File: config.mk
export PLATFORM = sky130hd
export DESIGN_NAME = bus_xfer_ctrl
export DESIGN_NICKNAME = d
export VERILOG_FILES = /design/src/rtl/bus_xfer_pkg.sv /design/src/rtl/bus_xfer_fifo.sv /design/src/rtl/bus_xfer_ctrl.sv
export SDC_FILE = /design/constraint.sdc
export NUM_CORES = 1
export LEC_CHECK = 0
export BUFFER_PORTS_ARGS = -buffer_cell sky130_fd_sc_hd__buf_4
export CAP_MARGIN = 20
export CORE_MARGIN = 8
export CORE_UTILIZATION = 50
export CTS_BUF_LIST = sky130_fd_sc_hd__clkbuf_8 sky130_fd_sc_hd__clkbuf_16
export CTS_CLUSTER_SIZE = 25
export DETAILED_ROUTE_END_ITERATION = 10
export PLACE_DENSITY_LB_ADDON = 0.08
export SLEW_MARGIN = 10
export SYNTH_ARGS = -nofsm -noshare
export SYNTH_HDL_FRONTEND = slang
export SYNTH_SLANG_ARGS = --single-unit
File: constraint.sdc
create_clock -name clk -period 2.47 [get_ports clk]
set_input_delay 0.494 -clock clk [delete_from_list [all_inputs] [get_ports clk]]
set_output_delay 0.494 -clock clk [all_outputs]
set_load 0.02 [all_outputs]
File: src/rtl/bus_xfer_pkg.sv
// Shared types and constants for the bus transfer controller.
package bus_xfer_pkg;

  localparam int unsigned DefNreg  = 4;
  localparam int unsigned DefW     = 16;
  localparam int unsigned DefDepth = 4;

  // Controller phases; a transfer walks Drive -> Write -> Done.
  typedef enum logic [1:0] {
    StIdle,
    StDrive,
    StWrite,
    StDone
  } xfer_state_e;

  // Width of a register index; never narrower than one bit.
  function automatic int unsigned idx_width(input int unsigned n);
    return (n > 1) ? $clog2(n) : 1;
  endfunction

endpackage

File: src/rtl/bus_xfer_fifo.sv
// Command queue: show-ahead FIFO, DEPTH a power of two (>= 2).
// Pointers carry one extra wrap bit so full and empty are distinguishable.
module bus_xfer_fifo #(
  parameter int unsigned EW    = 8,
  parameter int unsigned DEPTH = 4
) (
  input  logic          clk,
  input  logic          reset,
  input  logic          push,
  input  logic          pop,
  input  logic [EW-1:0] wdata,
  output logic [EW-1:0] rdata,
  output logic          full,
  output logic          empty
);

  localparam int unsigned AW = $clog2(DEPTH);

  logic [EW-1:0] mem [DEPTH];
  logic [AW:0]   wr_ptr_q, rd_ptr_q;
  logic          do_push, do_pop;

  assign full    = (wr_ptr_q[AW] != rd_ptr_q[AW]) && (wr_ptr_q[AW-1:0] == rd_ptr_q[AW-1:0]);
  assign empty   = (wr_ptr_q == rd_ptr_q);
  assign do_push = push && !full;
  assign do_pop  = pop && !empty;
  assign rdata   = mem[rd_ptr_q[AW-1:0]];

  // Pointer update; a push and a pop in the same cycle both take effect.
  always_ff @(posedge clk or negedge reset) begin
    if (!reset) begin
      wr_ptr_q <= '0;
      rd_ptr_q <= '0;
    end else begin
      if (do_push) wr_ptr_q <= wr_ptr_q + 1'b1;
      if (do_pop)  rd_ptr_q <= rd_ptr_q + 1'b1;
    end
  end

  // Entry storage needs no reset; only pointers define validity.
  always_ff @(posedge clk) begin
    if (do_push) mem[wr_ptr_q[AW-1:0]] <= wdata;
  end

endmodule

File: src/rtl/bus_xfer_ctrl.sv
// Register-to-register transfer controller over a shared tri-state bus.
// Commands are queued, then each one drives the source onto the bus for
// two cycles and loads the destination on the second.
// Optional feature: define BUS_XFER_SNOOP_EN to add snoop_data/snoop_valid.
module bus_xfer_ctrl
  import bus_xfer_pkg::*;
#(
  parameter int unsigned NREG  = DefNreg,
  parameter int unsigned W     = DefW,
  parameter int unsigned DEPTH = DefDepth
) (
  input  logic                       clk,
  input  logic                       reset,
  input  logic                       cmd_valid,
  output logic                       cmd_ready,
  input  logic [idx_width(NREG)-1:0] cmd_src,
  input  logic [idx_width(NREG)-1:0] cmd_dst,
  output logic [NREG-1:0]            reg_read,
  output logic [NREG-1:0]            reg_write,
  input  logic [W-1:0]               bus,
  output logic                       busy,
  output logic                       done,
  output logic                       err
`ifdef BUS_XFER_SNOOP_EN
  ,
  output logic [W-1:0]               snoop_data,
  output logic                       snoop_valid
`endif
);

  localparam int unsigned IW = idx_width(NREG);
  localparam int unsigned EW = 2 * IW;

  xfer_state_e     state_q, state_d;
  logic [IW-1:0]   src_q, src_d, dst_q, dst_d;
  logic [NREG-1:0] read_q, read_d, write_q, write_d;
  logic            done_q, done_d, err_q, err_d;

  logic [EW-1:0]   head;
  logic [IW-1:0]   head_src, head_dst;
  logic            head_rej;
  logic            pop, full, empty;

  bus_xfer_fifo #(
    .EW    (EW),
    .DEPTH (DEPTH)
  ) u_fifo (
    .clk   (clk),
    .reset (reset),
    .push  (cmd_valid),
    .pop   (pop),
    .wdata ({cmd_dst, cmd_src}),
    .rdata (head),
    .full  (full),
    .empty (empty)
  );

  assign head_src = head[IW-1:0];
  assign head_dst = head[EW-1:IW];
  // Out-of-range indices are rejected exactly like a self-transfer.
  assign head_rej = (head_src == head_dst) || (32'(head_src) >= NREG) || (32'(head_dst) >= NREG);

  assign cmd_ready = !full;
  assign busy      = (state_q != StIdle) || !empty;
  assign reg_read  = read_q;
  assign reg_write = write_q;
  assign done      = done_q;
  assign err       = err_q;

  // Next state plus next values of the registered outputs.
  always_comb begin
    state_d = state_q;
    src_d   = src_q;
    dst_d   = dst_q;
    pop     = 1'b0;
    err_d   = 1'b0;
    unique case (state_q)
      StIdle, StDone: begin
        if (!empty) begin
          pop     = 1'b1;
          src_d   = head_src;
          dst_d   = head_dst;
          err_d   = head_rej;
          state_d = head_rej ? StDone : StDrive;
        end else begin
          state_d = StIdle;
        end
      end
      StDrive: state_d = StWrite;
      StWrite: state_d = StDone;
      default: state_d = StIdle;
    endcase
    done_d  = (state_d == StDone);
    read_d  = ((state_d == StDrive) || (state_d == StWrite)) ? (NREG'(1) << src_d) : '0;
    write_d = (state_d == StWrite) ? (NREG'(1) << dst_d) : '0;
  end

  // State and output registers; reset aborts any transfer in flight.
  always_ff @(posedge clk or negedge reset) begin
    if (!reset) begin
      state_q <= StIdle;
      src_q   <= '0;
      dst_q   <= '0;
      read_q  <= '0;
      write_q <= '0;
      done_q  <= 1'b0;
      err_q   <= 1'b0;
    end else begin
      state_q <= state_d;
      src_q   <= src_d;
      dst_q   <= dst_d;
      read_q  <= read_d;
      write_q <= write_d;
      done_q  <= done_d;
      err_q   <= err_d;
    end
  end

`ifdef BUS_XFER_SNOOP_EN
  logic [W-1:0] snoop_data_q;
  logic         snoop_valid_q;

  // Capture the bus as the destination loads; flag it in the Done cycle.
  always_ff @(posedge clk or negedge reset) begin
    if (!reset) begin
      snoop_data_q  <= '0;
      snoop_valid_q <= 1'b0;
    end else begin
      if (state_q == StWrite) snoop_data_q <= bus;
      snoop_valid_q <= (state_q == StWrite);
    end
  end

  assign snoop_data  = snoop_data_q;
  assign snoop_valid = snoop_valid_q;
`else
  // The bus is only observed by the snoop capture.
  logic unused_bus;
  assign unused_bus = ^bus;
`endif

endmodule
==> impl_metrics.yaml <==
timing:
  setup_violations: 0
  relSlewSlack_pct: 74.8
  hold_violations: 0
  tns_ps: 0
  final_max_slew_viol_count: 0
  worst_pin_slew_ps: 368
  fin_crit_sh_pct: 90.1
  fin_skew_ps: 6.95
  fmax_mhz: 449
  rsz0062_at_grt: "false"
  fin_crit_ps: 2230
logic_synthesis:
  syn_area_um2: 1620
  syn-instance-count: 101
  synth_top_area_share_pct: 34.0
  synth_warnings: 0
  syn_nets: 133
  synthArstFlopShare_pct: 57.9
  synthTopCellsByCount: "22 x dfrtp_1, 16 x edfxtp_1, 9 x ha_1"
  ys_ff_latch: 38
  synth.most_common_cell: "dfrtp_1"
  ys.flop_type: "dfrtp_1"
  synth_seq_area_share_pct: 63.7
  synth_largest_area_cell: "dfrtp_1"
  synth_edf_count: 16
  syn_avg_cell_area_um2: 16.0
  netlist_top_cells_area: "dfrtp_1 34%, edfxtp_1 30%, ha_1 7.0%"
  synthDistinctLibCells: 25
status:
  status: "complete, no violations"
worst_setup_path:
  end_kind: "flip-flop"
  critPathLaunchType: "flip-flop"
  path_delay_family: "multiplexers"
  cp_num_buf_inv: 1
  cp_cell_sequence: "mux4_1 -> xnor2_1 -> nand3_1 -> nand2b_1 -> ha_1 -> inv_1 -> nor3_1"
  path_class: "reg2reg"
  slowest_delay_ps: 660
  cp_max_fo: 7
  arrival_ps: 2430
  slowest_stage: "mux4_1"
  critPathRequiredTime_ps: 2680
grt:
  grt_overflow: 0
  first_global_vias: 892
  grt_pass1_wl_mm: 3.80
  grt_antenna_before_repair: 0
  grt_util_all_layers_pct: 9.87
  grt_start_max_net_pins: 23
pwr:
  p_leak_nw: 0.862
  p_seq_share_pct: 35.7
  switching_share_pct: 36.9
  p_per_area_nw_per_um2: 1520
  netSwitchingPower_w: 0.00107
  p_int_w: 0.00184
  p_clk_share_pct: 18.1
  vdd.ir_drop.worst_mv: 0.661
  p_comb_share_pct: 46.3
layout:
  drive_gt1_share_pct: 28.6
  nFillCells: 259
  syn_to_final_growth_pct: 18.3
  n_antenna_cell: 0
  fin_nets: 157
  postLayoutCellArea_um2: 1910
run:
  max_cap_violations: 0
floorplan:
  placementRows: 20
  pin_count: 35
  dieWidth_um: 72.9
  die_y_um: 72.9
  coreArea_um2: 3080
  dieArea_um2: 5310
  start_util_pct: 52.6
routing:
  drtPass1Iterations: 4
  wirelength_mm: 2.30
  ant_nets: 0
  num_vias: 823
  drt_iter0_drc: 35
  wl_per_cell_um: 13.5
  remaining_drc_errors: 0
  vias_per_cell: 4.84
clock_network:
  cts-resized-gates: 0
  htreeDepth: 2
  clock_sinks: 38
  cts_tree: "built"
  holdBufCountCts: 0
  cts-buffers-inserted: 5
  clkTransAtPathRegs_ps: 70
  postCtsSetupRepairBufs: 0
  cts.path.max_buffers: 2
  clock_latency_ps: 290
  cts_root_buffer: "clkbuf_8"
place:
  dpl.hpwl_mm: 1.72
  io_buffer_count: 18
  gp_congestion: 0.743
  postPlaceCellArea_um2: 1800
worst_hold_path:
  hp-class: "in2async"
## cells in the final DEF, fill, tap and decap left out, types with 3 or more instances in the layout
master     n
xor2_1     3
ha_1       9
and2_1     4
inv_1      9
buf_4     18
mux4_1     4
nor3_1     4
edfxtp_1  16
nand3_1    3
dfrtp_1   22
mux2i_1    3
clkbuf_8   6
xnor2_1    5
## cells by family after synthesis
group                      share of synthesized area, %
AOI/OAI and AO/OA                                  2.40
and+or+nand+nor                                    6.88
DFF                                                63.7
muxes                                              10.7
adders and majority gates                          6.96
buffers and inverters                              3.02
xor gates and xnor gates                           6.34
## power by group through the flow
stage / Combinational (W) / Sequential (W) / Clock (W)
finish: 0.00135 / 0.00104 / 0.000525
global placement: 0.00134 / 0.00105 / 0
CTS: 0.00138 / 0.00105 / 0.000540
global route: 0.00153 / 0.00106 / 0.000558
floorplan: 0.00102 / 0.00107 / 0
detailed placement: 0.00136 / 0.00106 / 0
## sequential cells by signal (all words and copies together) (netlist names)
signal	cells
u_fifo.mem	16
reg_read	4
reg_write	4
u_fifo.rd_ptr_q	3
u_fifo.wr_ptr_q	3
dst_q	2
src_q	2
state_q	2
done	1
err	1
## cell type report
type	instances	area [um2]	share of cell area (%)
Sequential cell	38	1030	53.9
Multi-Input combinational cell	52	538	28.1
Timing Repair Buffer	18	135	7.06
Clock buffer	6	82.6	4.32
Tap cell	44	55.1	2.88
Inverter	10	37.5	1.96
Clock inverter	2	33.8	1.77
## metal layers
metal,GRT usage [%],vias to the layer above,part of all wire [%]
met2,16.3,19,49
met5,0,-,0
li1,-,402,-
met3,3.98,8,6.7
met4,9.33,0,3.9
met1,8.98,394,41
## worst paths after layout
check | startpoint | endpoint | slack [ps] | cells after the start
min in group clk | cmd_src[0] | u_fifo.mem[0][0] | 400 | 1
max in group asynchronous | reset | reg_write[0] | 2180 | 1
max reg2reg | u_fifo.rd_ptr_q[0] | reg_read[2] | 240 | 7
max | u_fifo.rd_ptr_q[0] | reg_read[2] | 240 | 7
min | reset | u_fifo.rd_ptr_q[1] | 80 | 1
min reg2reg | src_q[0] | src_q[0] | 520 | 1
## through the flow
| step | std cells | hold WS [ps] | utilization, % | total power [W] | setup WS, ps |
|---|---|---|---|---|---|
| 2_1_floorplan | 101 | 198 | - | 0.00209 | 545 |
| 3_3_place_gp | 162 | 390 | 58.4 | 0.00239 | 225 |
| 3_5_place_dp | 162 | 395 | 58.4 | 0.00242 | 227 |
| 4_1_cts | 170 | 76.4 | 62.2 | 0.00296 | 195 |
| 5_1_grt | 170 | 90.9 | 62.2 | 0.00315 | 38.4 |
| 6_report | 170 | 77.3 | 62.2 | 0.00291 | 244 |
## worst register-to-register path: stages (launching register included)
cell	delay (ps)
dfrtp_1	580
mux4_1	660
xnor2_1	160
nand3_1	110
nand2b_1	90
ha_1	320
inv_1	60
nor3_1	170
Power figures use the tool's default switching activity.
